--- src/rtl/dma_engineer_arbiter_if.sv ---
// Bundle of requester-side and DMA-side signals around the weight-fetch arbiter.
// The arbiter connects through the master modport; the surrounding logic
// (layer controllers plus DMA engine) connects through the slave modport.
interface dma_engineer_arbiter_if #(
  parameter int unsigned NUM_REQ    = 4,
  parameter int unsigned ADDR_WIDTH = 27,
  parameter int unsigned DATA_WIDTH = 512,
  parameter int unsigned ID_WIDTH   = 2
);
  localparam int unsigned PACK_WIDTH = NUM_REQ * ADDR_WIDTH;

  logic [NUM_REQ-1:0]    req_vec;
  logic [PACK_WIDTH-1:0] req_start_addr;
  logic [PACK_WIDTH-1:0] req_length;
  logic [NUM_REQ-1:0]    ack_vec;
  logic [NUM_REQ-1:0]    dout_en_vec;
  logic [NUM_REQ-1:0]    dout_eop_vec;
  logic [DATA_WIDTH-1:0] dout;

  logic                  dma_engineer_req;
  logic                  dma_engineer_ack;
  logic [ADDR_WIDTH-1:0] dma_engineer_start_addr;
  logic [ADDR_WIDTH-1:0] dma_engineer_length;
  logic                  dma_engineer_dout_en;
  logic                  dma_engineer_dout_eop;
  logic [DATA_WIDTH-1:0] dma_engineer_dout;

  logic                  busy;
  logic [ID_WIDTH-1:0]   grant_id;
  logic [ADDR_WIDTH-1:0] beat_cnt;
  logic                  proto_err;

  modport master (
    input  req_vec, req_start_addr, req_length,
    input  dma_engineer_ack, dma_engineer_dout_en, dma_engineer_dout_eop, dma_engineer_dout,
    output ack_vec, dout_en_vec, dout_eop_vec, dout,
    output dma_engineer_req, dma_engineer_start_addr, dma_engineer_length,
    output busy, grant_id, beat_cnt, proto_err
  );

  modport slave (
    output req_vec, req_start_addr, req_length,
    output dma_engineer_ack, dma_engineer_dout_en, dma_engineer_dout_eop, dma_engineer_dout,
    input  ack_vec, dout_en_vec, dout_eop_vec, dout,
    input  dma_engineer_req, dma_engineer_start_addr, dma_engineer_length,
    input  busy, grant_id, beat_cnt, proto_err
  );
endinterface

--- src/rtl/dma_engineer_arbiter.sv ---
// Round-robin arbiter sharing one DMA engine among NUM_REQ layer controllers.
// The grant is held from request until the end-of-packet beat; data is
// broadcast while valid/eop are steered only to the owner.
module dma_engineer_arbiter #(
  parameter int unsigned NUM_REQ    = 4,
  parameter int unsigned ADDR_WIDTH = 27,
  parameter int unsigned DATA_WIDTH = 512,
  parameter int unsigned ID_WIDTH   = 2
) (
  input logic                   clk,
  input logic                   rst,
  dma_engineer_arbiter_if.master bus
);
  typedef enum logic [1:0] {IDLE, REQ, XFER} state_t;

  state_t                state, state_next;
  logic [ID_WIDTH-1:0]   rr_ptr, grant_id, winner;
  logic                  found;
  logic [NUM_REQ-1:0]    req_bit;
  int unsigned           cand;
  logic [ADDR_WIDTH-1:0] start_addr, length, beat_cnt;
  logic                  dma_req, proto_err;
  logic [NUM_REQ-1:0]    owner_oh;
  logic [NUM_REQ-1:0]    ack_vec_c, dout_en_vec_c, dout_eop_vec_c;
  logic                  grant_load, beat_c, eop_c, err_c;

  assign owner_oh = NUM_REQ'(1) << grant_id;

  // First pending requester at or after rr_ptr, wrapping modulo NUM_REQ.
  always_comb begin
    found   = 1'b0;
    winner  = '0;
    cand    = 0;
    req_bit = '0;
    for (int unsigned i = 0; i < NUM_REQ; i++) begin
      cand    = (32'(rr_ptr) + i) % NUM_REQ;
      req_bit = bus.req_vec >> cand;
      if (!found && req_bit[0]) begin
        found  = 1'b1;
        winner = ID_WIDTH'(cand);
      end
    end
  end

  // State register.
  always_ff @(posedge clk) begin
    if (rst) state <= IDLE;
    else     state <= state_next;
  end

  // Next state, beat routing to the owner and protocol-error detection.
  always_comb begin
    state_next     = state;
    grant_load     = 1'b0;
    beat_c         = 1'b0;
    eop_c          = 1'b0;
    err_c          = 1'b0;
    ack_vec_c      = '0;
    dout_en_vec_c  = '0;
    dout_eop_vec_c = '0;
    unique case (state)
      IDLE: begin
        err_c = bus.dma_engineer_dout_en | bus.dma_engineer_ack;
        if (found) begin
          grant_load = 1'b1;
          state_next = REQ;
        end
      end
      REQ: begin
        if (bus.dma_engineer_ack) begin
          ack_vec_c  = owner_oh;
          beat_c     = bus.dma_engineer_dout_en;
          eop_c      = bus.dma_engineer_dout_en & bus.dma_engineer_dout_eop;
          state_next = eop_c ? IDLE : XFER;
        end else begin
          err_c = bus.dma_engineer_dout_en;
        end
      end
      XFER: begin
        err_c  = bus.dma_engineer_ack;
        beat_c = bus.dma_engineer_dout_en;
        eop_c  = bus.dma_engineer_dout_en & bus.dma_engineer_dout_eop;
        if (eop_c) state_next = IDLE;
      end
      default: state_next = IDLE;
    endcase
    if (beat_c) dout_en_vec_c  = owner_oh;
    if (eop_c)  dout_eop_vec_c = owner_oh;
  end

  // Grant capture, DMA request, beat counter, round-robin pointer and sticky error.
  always_ff @(posedge clk) begin
    if (rst) begin
      rr_ptr     <= '0;
      grant_id   <= '0;
      start_addr <= '0;
      length     <= '0;
      beat_cnt   <= '0;
      dma_req    <= 1'b0;
      proto_err  <= 1'b0;
    end else begin
      if (grant_load) begin
        grant_id   <= winner;
        start_addr <= ADDR_WIDTH'(bus.req_start_addr >> (32'(winner) * ADDR_WIDTH));
        length     <= ADDR_WIDTH'(bus.req_length >> (32'(winner) * ADDR_WIDTH));
        beat_cnt   <= '0;
        dma_req    <= 1'b1;
      end
      if (state == REQ && bus.dma_engineer_ack) dma_req <= 1'b0;
      if (beat_c) beat_cnt <= beat_cnt + ADDR_WIDTH'(1);
      if (eop_c) begin
        rr_ptr <= (32'(grant_id) == NUM_REQ - 1) ? '0 : grant_id + ID_WIDTH'(1);
      end
      if (err_c) proto_err <= 1'b1;
    end
  end

  assign bus.ack_vec                 = ack_vec_c;
  assign bus.dout_en_vec             = dout_en_vec_c;
  assign bus.dout_eop_vec            = dout_eop_vec_c;
  assign bus.dout                    = bus.dma_engineer_dout;
  assign bus.dma_engineer_req        = dma_req;
  assign bus.dma_engineer_start_addr = start_addr;
  assign bus.dma_engineer_length     = length;
  assign bus.busy                    = (state != IDLE);
  assign bus.grant_id                = grant_id;
  assign bus.beat_cnt                = beat_cnt;
  assign bus.proto_err               = proto_err;
endmodule

--- src/flat_wrapper.sv ---
// flat-port wrapper written by rule: the top's interface ports become plain ports
module dma_engineer_arbiter_flat 
#(
  parameter int unsigned NUM_REQ    = 4,
  parameter int unsigned ADDR_WIDTH = 27,
  parameter int unsigned DATA_WIDTH = 512,
  parameter int unsigned ID_WIDTH   = 2
)
  (clk, rst, bus_req_vec, bus_req_start_addr, bus_req_length, bus_dma_engineer_ack, bus_dma_engineer_dout_en, bus_dma_engineer_dout_eop, bus_dma_engineer_dout, bus_ack_vec, bus_dout_en_vec, bus_dout_eop_vec, bus_dout, bus_dma_engineer_req, bus_dma_engineer_start_addr, bus_dma_engineer_length, bus_busy, bus_grant_id, bus_beat_cnt, bus_proto_err);
  dma_engineer_arbiter_if #(.NUM_REQ(NUM_REQ), .ADDR_WIDTH(ADDR_WIDTH), .DATA_WIDTH(DATA_WIDTH), .ID_WIDTH(ID_WIDTH)) bus_i ();
  input logic clk;
  input logic rst;
  input wire logic [$bits(bus_i.req_vec)-1:0] bus_req_vec;
  input wire logic [$bits(bus_i.req_start_addr)-1:0] bus_req_start_addr;
  input wire logic [$bits(bus_i.req_length)-1:0] bus_req_length;
  input wire logic [$bits(bus_i.dma_engineer_ack)-1:0] bus_dma_engineer_ack;
  input wire logic [$bits(bus_i.dma_engineer_dout_en)-1:0] bus_dma_engineer_dout_en;
  input wire logic [$bits(bus_i.dma_engineer_dout_eop)-1:0] bus_dma_engineer_dout_eop;
  input wire logic [$bits(bus_i.dma_engineer_dout)-1:0] bus_dma_engineer_dout;
  output wire logic [$bits(bus_i.ack_vec)-1:0] bus_ack_vec;
  output wire logic [$bits(bus_i.dout_en_vec)-1:0] bus_dout_en_vec;
  output wire logic [$bits(bus_i.dout_eop_vec)-1:0] bus_dout_eop_vec;
  output wire logic [$bits(bus_i.dout)-1:0] bus_dout;
  output wire logic [$bits(bus_i.dma_engineer_req)-1:0] bus_dma_engineer_req;
  output wire logic [$bits(bus_i.dma_engineer_start_addr)-1:0] bus_dma_engineer_start_addr;
  output wire logic [$bits(bus_i.dma_engineer_length)-1:0] bus_dma_engineer_length;
  output wire logic [$bits(bus_i.busy)-1:0] bus_busy;
  output wire logic [$bits(bus_i.grant_id)-1:0] bus_grant_id;
  output wire logic [$bits(bus_i.beat_cnt)-1:0] bus_beat_cnt;
  output wire logic [$bits(bus_i.proto_err)-1:0] bus_proto_err;
  assign bus_i.req_vec = bus_req_vec;
  assign bus_i.req_start_addr = bus_req_start_addr;
  assign bus_i.req_length = bus_req_length;
  assign bus_i.dma_engineer_ack = bus_dma_engineer_ack;
  assign bus_i.dma_engineer_dout_en = bus_dma_engineer_dout_en;
  assign bus_i.dma_engineer_dout_eop = bus_dma_engineer_dout_eop;
  assign bus_i.dma_engineer_dout = bus_dma_engineer_dout;
  assign bus_ack_vec = bus_i.ack_vec;
  assign bus_dout_en_vec = bus_i.dout_en_vec;
  assign bus_dout_eop_vec = bus_i.dout_eop_vec;
  assign bus_dout = bus_i.dout;
  assign bus_dma_engineer_req = bus_i.dma_engineer_req;
  assign bus_dma_engineer_start_addr = bus_i.dma_engineer_start_addr;
  assign bus_dma_engineer_length = bus_i.dma_engineer_length;
  assign bus_busy = bus_i.busy;
  assign bus_grant_id = bus_i.grant_id;
  assign bus_beat_cnt = bus_i.beat_cnt;
  assign bus_proto_err = bus_i.proto_err;
  dma_engineer_arbiter #(.NUM_REQ(NUM_REQ), .ADDR_WIDTH(ADDR_WIDTH), .DATA_WIDTH(DATA_WIDTH), .ID_WIDTH(ID_WIDTH)) u_core (.clk(clk), .rst(rst), .bus(bus_i));
endmodule
--- config.mk ---
export PLATFORM = sky130hd
export DESIGN_NAME = dma_engineer_arbiter_flat
export DESIGN_NICKNAME = d
export VERILOG_FILES = /design/src/rtl/dma_engineer_arbiter_if.sv /design/src/rtl/dma_engineer_arbiter.sv /design/src/flat_wrapper.sv
export SDC_FILE = /design/constraint.sdc
export NUM_CORES = 1
export LEC_CHECK = 0
export BUFFER_PORTS_ARGS = -buffer_cell sky130_fd_sc_hd__buf_2
export CAP_MARGIN = 10
export CORE_AREA = 2 2 526 528
export CTS_CLUSTER_DIAMETER = 80
export DETAILED_ROUTE_END_ITERATION = 12
export DIE_AREA = 0 0 528 530
export PLACE_DENSITY_LB_ADDON = 0.2
export SETUP_SLACK_MARGIN = 0.1
export SLEW_MARGIN = 0
export SYNTH_ARGS = -nofsm -noshare
export SYNTH_HDL_FRONTEND = slang
export SYNTH_SLANG_ARGS = --single-unit
--- constraint.sdc ---
create_clock -name clk -period 2 [get_ports clk]
set_clock_uncertainty 0.2 [all_clocks]
set_input_delay 0.3 -clock clk [delete_from_list [all_inputs] [get_ports clk]]
set_output_delay 0.3 -clock clk [all_outputs]
set_load 0.1 [all_outputs]
==> metrics.yaml <==
placement:
  pre_cts_ws_ns: -0.533
  post_dp_cell_area_mm2: 0.0126
  gp_congestion: 0.704
  port_buffers: 322
  hpwl_um: 82200
synthesis:
  synth_ff_type: "dfxtp_1"
  synth_cells: 1075
  synth-async-reset-ratio: 0
  netlist_area_mm2: 0.00910
  seq_area_frac_synth: 0.196
  syn_nets: 1821
  synth_edf_count: 0
  ys_types: 54
  synth_area_per_cell_um2: 8.47
  synth_warnings: 0
  synth.ff_latch_count: 89
finish:
  drive_gt1_frac: 0.601
  post-route-cell-area_mm2: 0.0171
  syn_to_final_growth_pct: 88.3
  finalNetCount: 1938
detailed_routing:
  drtAntennaViolNets: 0
  vias: 8449
  drc: 0
  via_per_inst: 1.75
  wl_um: 100000
  dr.pass1.iters: 5
  drt-initial-drc-count: 355
  wl_per_cell_um: 20.8
floorplanning:
  io-pin-count: 1347
  die_h_um: 530
  die_width_um: 528
  initial_core_util: 0.0331
  num_rows: 193
  die_area_mm2: 0.280
  core-area_mm2: 0.275
worst_hold_path:
  hold_end: "u_core.bus.dma_engineer_length[16]$_SDFFE_PP0P_"
  hold_depth: 3
  hold_path.class: "input port to register"
  min-delay-start: "bus_req_length[16]"
sta:
  maxSlewViolCount: 0
  setup_ws_ns: -0.389
  rsz0062_at_grt: "yes"
  hold_viol: 0
  max_clock_freq_mhz: 419
  tightest_slew_ns: 0.635
  finalCriticalPeriod_ns: 2.39
  finalSetupViolCount: 93
  fin_crit_sh: 1.19
  maxSlewHeadroom: 0.580
power_and_ir_drop:
  power.density_mw_per_mm2: 606
  p_leak_nw: 5.45
  max-vdd-ir-drop_mv: 0.335
critical_path:
  critPathCaptureType: "output port"
  r2r_slack_ns: -0.37
  crit_type: "register to output port"
  startpoint_type: "register"
  cp_max_fo: 10
  reg2reg_from: "u_core.state[0]$_SDFFE_PP0P_"
  cp.arrival_ns: 1.89
  crit_required_ns: 1.50
  timing.rr.end: "u_core.bus.beat_cnt[25]$_SDFFE_PP0P_"
  r2r_cells: 11
global_routing:
  grt_pass1_vias: 8763
  grt_max_degree: 35
  grt_first_pass_wirelength_um: 118000
  gr-total-overflow: 0
  track_usage: 0.0684
  antenna_found_initial: 34
flow_run:
  cap_viol_max_count: 0
clocking:
  clock_path_buffers: 2
  clkTransAtPathRegs_ns: 0.10
  clock-sinks: 89
  cts-htree-levels: 3
  cts_tree: "yes"
  clock_latency_ns: 0.44
  cts_buffers: 9
  root_buffer: "clkbuf_16"
outcome:
  violations: "negative setup slack"
  status: "finished with violations"
report_power, final:
group          total (W)  switching, W  internal [W]
registers        0.00223      0.000239       0.00199
logic            0.00595       0.00374       0.00221
clock network    0.00220       0.00117       0.00103
total             0.0104       0.00515       0.00523
stage by stage:
| step | hold slack (ns) | utilization | std cells | TNS (ns) | total power, W |
|---|---|---|---|---|---|
| floorplan | 0.195 | - | 1075 | -1.02 | 0.00958 |
| global placement | 0.251 | 0.0458 | 4542 | -19.16 | 0.00679 |
| global route | 0.0435 | 0.0623 | 4806 | -28.65 | 0.0110 |
| finish | 0.0569 | 0.0624 | 4816 | -20.05 | 0.0104 |
| detailed placement | 0.255 | 0.0458 | 4542 | -21.84 | 0.00680 |
| CTS | 0.00107 | 0.0604 | 4801 | -26.03 | 0.0106 |
area by class of cell:
type / instances / area (um2)
inverters: 6 / 31.3
diodes: 12 / 30.0
fillers: 32265 / 258000
clock buffers: 10 / 239
multi-input cells: 427 / 4420
well taps: 3607 / 4510
repair buffers: 659 / 5970
clock inverters: 6 / 72.6
flip-flops and latches: 89 / 1860
sequential cells by signal, indices dropped and copies added, names as in the netlist:
| signal | cells |
|---|---|
| u_core.bus.beat_cnt | 27 |
| u_core.bus.dma_engineer_length | 27 |
| u_core.bus.dma_engineer_start_addr | 27 |
| u_core.bus.grant_id | 2 |
| u_core.rr_ptr | 2 |
| u_core.state | 2 |
| u_core.bus.dma_engineer_req | 1 |
| u_core.bus.proto_err | 1 |
metal layers:
layer,wire (um),track usage,part of all wire
met1,27000,0.0537,0.27
met2,42200,0.0998,0.42
met3,20200,0.0618,0.20
met4,10600,0.0660,0.11
met5,241,0.00410,0.0024
worst max-delay path, cell delays in order (launching register included):
cell and delay (ns):
dfxtp_4 0.40, inv_4 0.04, ha_4 0.28, nand2_8 0.06
nor2_4 0.11, buf_12 0.14, and3_4 0.19, buf_12 0.16
cell usage after synthesis (6+ instances only):
| library cell | instances | area (um2) |
|---|---|---|
| a21oi_1 | 20 | 100 |
| and3_1 | 7 | 43.8 |
| buf_2 | 8 | 40.0 |
| buf_4 | 527 | 3960 |
| clkbuf_1 | 15 | 56.3 |
| dfxtp_1 | 89 | 1780 |
| ha_1 | 9 | 113 |
| inv_1 | 6 | 22.5 |
| mux2_2 | 9 | 101 |
| mux2i_1 | 106 | 1060 |
| nand2_1 | 53 | 199 |
| nand3_1 | 10 | 50.1 |
| nand3b_1 | 28 | 210 |
| nand4_1 | 12 | 75.1 |
| nor2_1 | 34 | 128 |
| o211ai_1 | 7 | 52.6 |
| o21ai_0 | 7 | 35.0 |
| o221ai_1 | 51 | 447 |
| or3_1 | 6 | 37.5 |
worst max-delay path by stage:
stage / startpoint / to / slack [ns]
CTS: u_core.state[0]$_SDFFE_PP0P_ / bus_dout_eop_vec[1] / -0.52
finish: u_core.state[0]$_SDFFE_PP0P_ / bus_dout_eop_vec[0] / -0.39
global route: u_core.state[0]$_SDFFE_PP0P_ / bus_dout_eop_vec[0] / -0.50
floorplan: u_core.bus.beat_cnt[0]$_SDFFE_PP0P_ / u_core.bus.beat_cnt[26]$_SDFFE_PP0P_ / -0.19
detailed placement: bus_req_vec[2] / u_core.bus.dma_engineer_start_addr[12]$_SDFFE_PP0P_ / -0.53
global placement: bus_req_vec[2] / u_core.bus.dma_engineer_start_addr[12]$_SDFFE_PP0P_ / -0.41
cell usage in the layout, fill, tap and decap left out, types with 6 or more instances in the layout:
cell / n
dfxtp_1: 58
diode_2: 12
buf_6: 39
o211ai_1: 7
and3_4: 8
dfxtp_2: 14
mux2i_4: 32
buf_16: 17
a21oi_1: 14
nand3_1: 9
nor2_1: 22
nand3b_1: 28
mux2i_1: 47
mux2i_2: 27
nand2_1: 49
dlygate4sd3_1: 180
buf_4: 91
buf_2: 270
nand4_1: 12
o221ai_1: 6
dfxtp_4: 17
ha_4: 7
o221ai_2: 45
clkbuf_16: 12
buf_12: 53
buf_8: 6
nor2_4: 9
what timing repair did:
action / CTS / global route
pin swaps: 62 / 45
hold buffers: 180 / 0
resized for setup: 227 / 98
cloned: 16 / 2
endpoints found under the setup margin: 123 / 98
hold endpoints to repair: 52 / 0
buffers inserted: 49 / 8
cell families (layout without fill, tap and decap cells):
group / count (synthesis) / after routing / share of synthesized area
AND/OR/NAND/NOR: 186 / 186 / 0.114
other: 0 / 12 / 0
multiplexers: 115 / 115 / 0.128
AO/OA/AOI/OAI: 117 / 117 / 0.0982
adder cells (fa/ha/maj): 9 / 9 / 0.0124
buffers and inverters: 559 / 681 / 0.452
flip-flops: 89 / 89 / 0.196
Note: power is estimated with default switching activity, not from simulation.
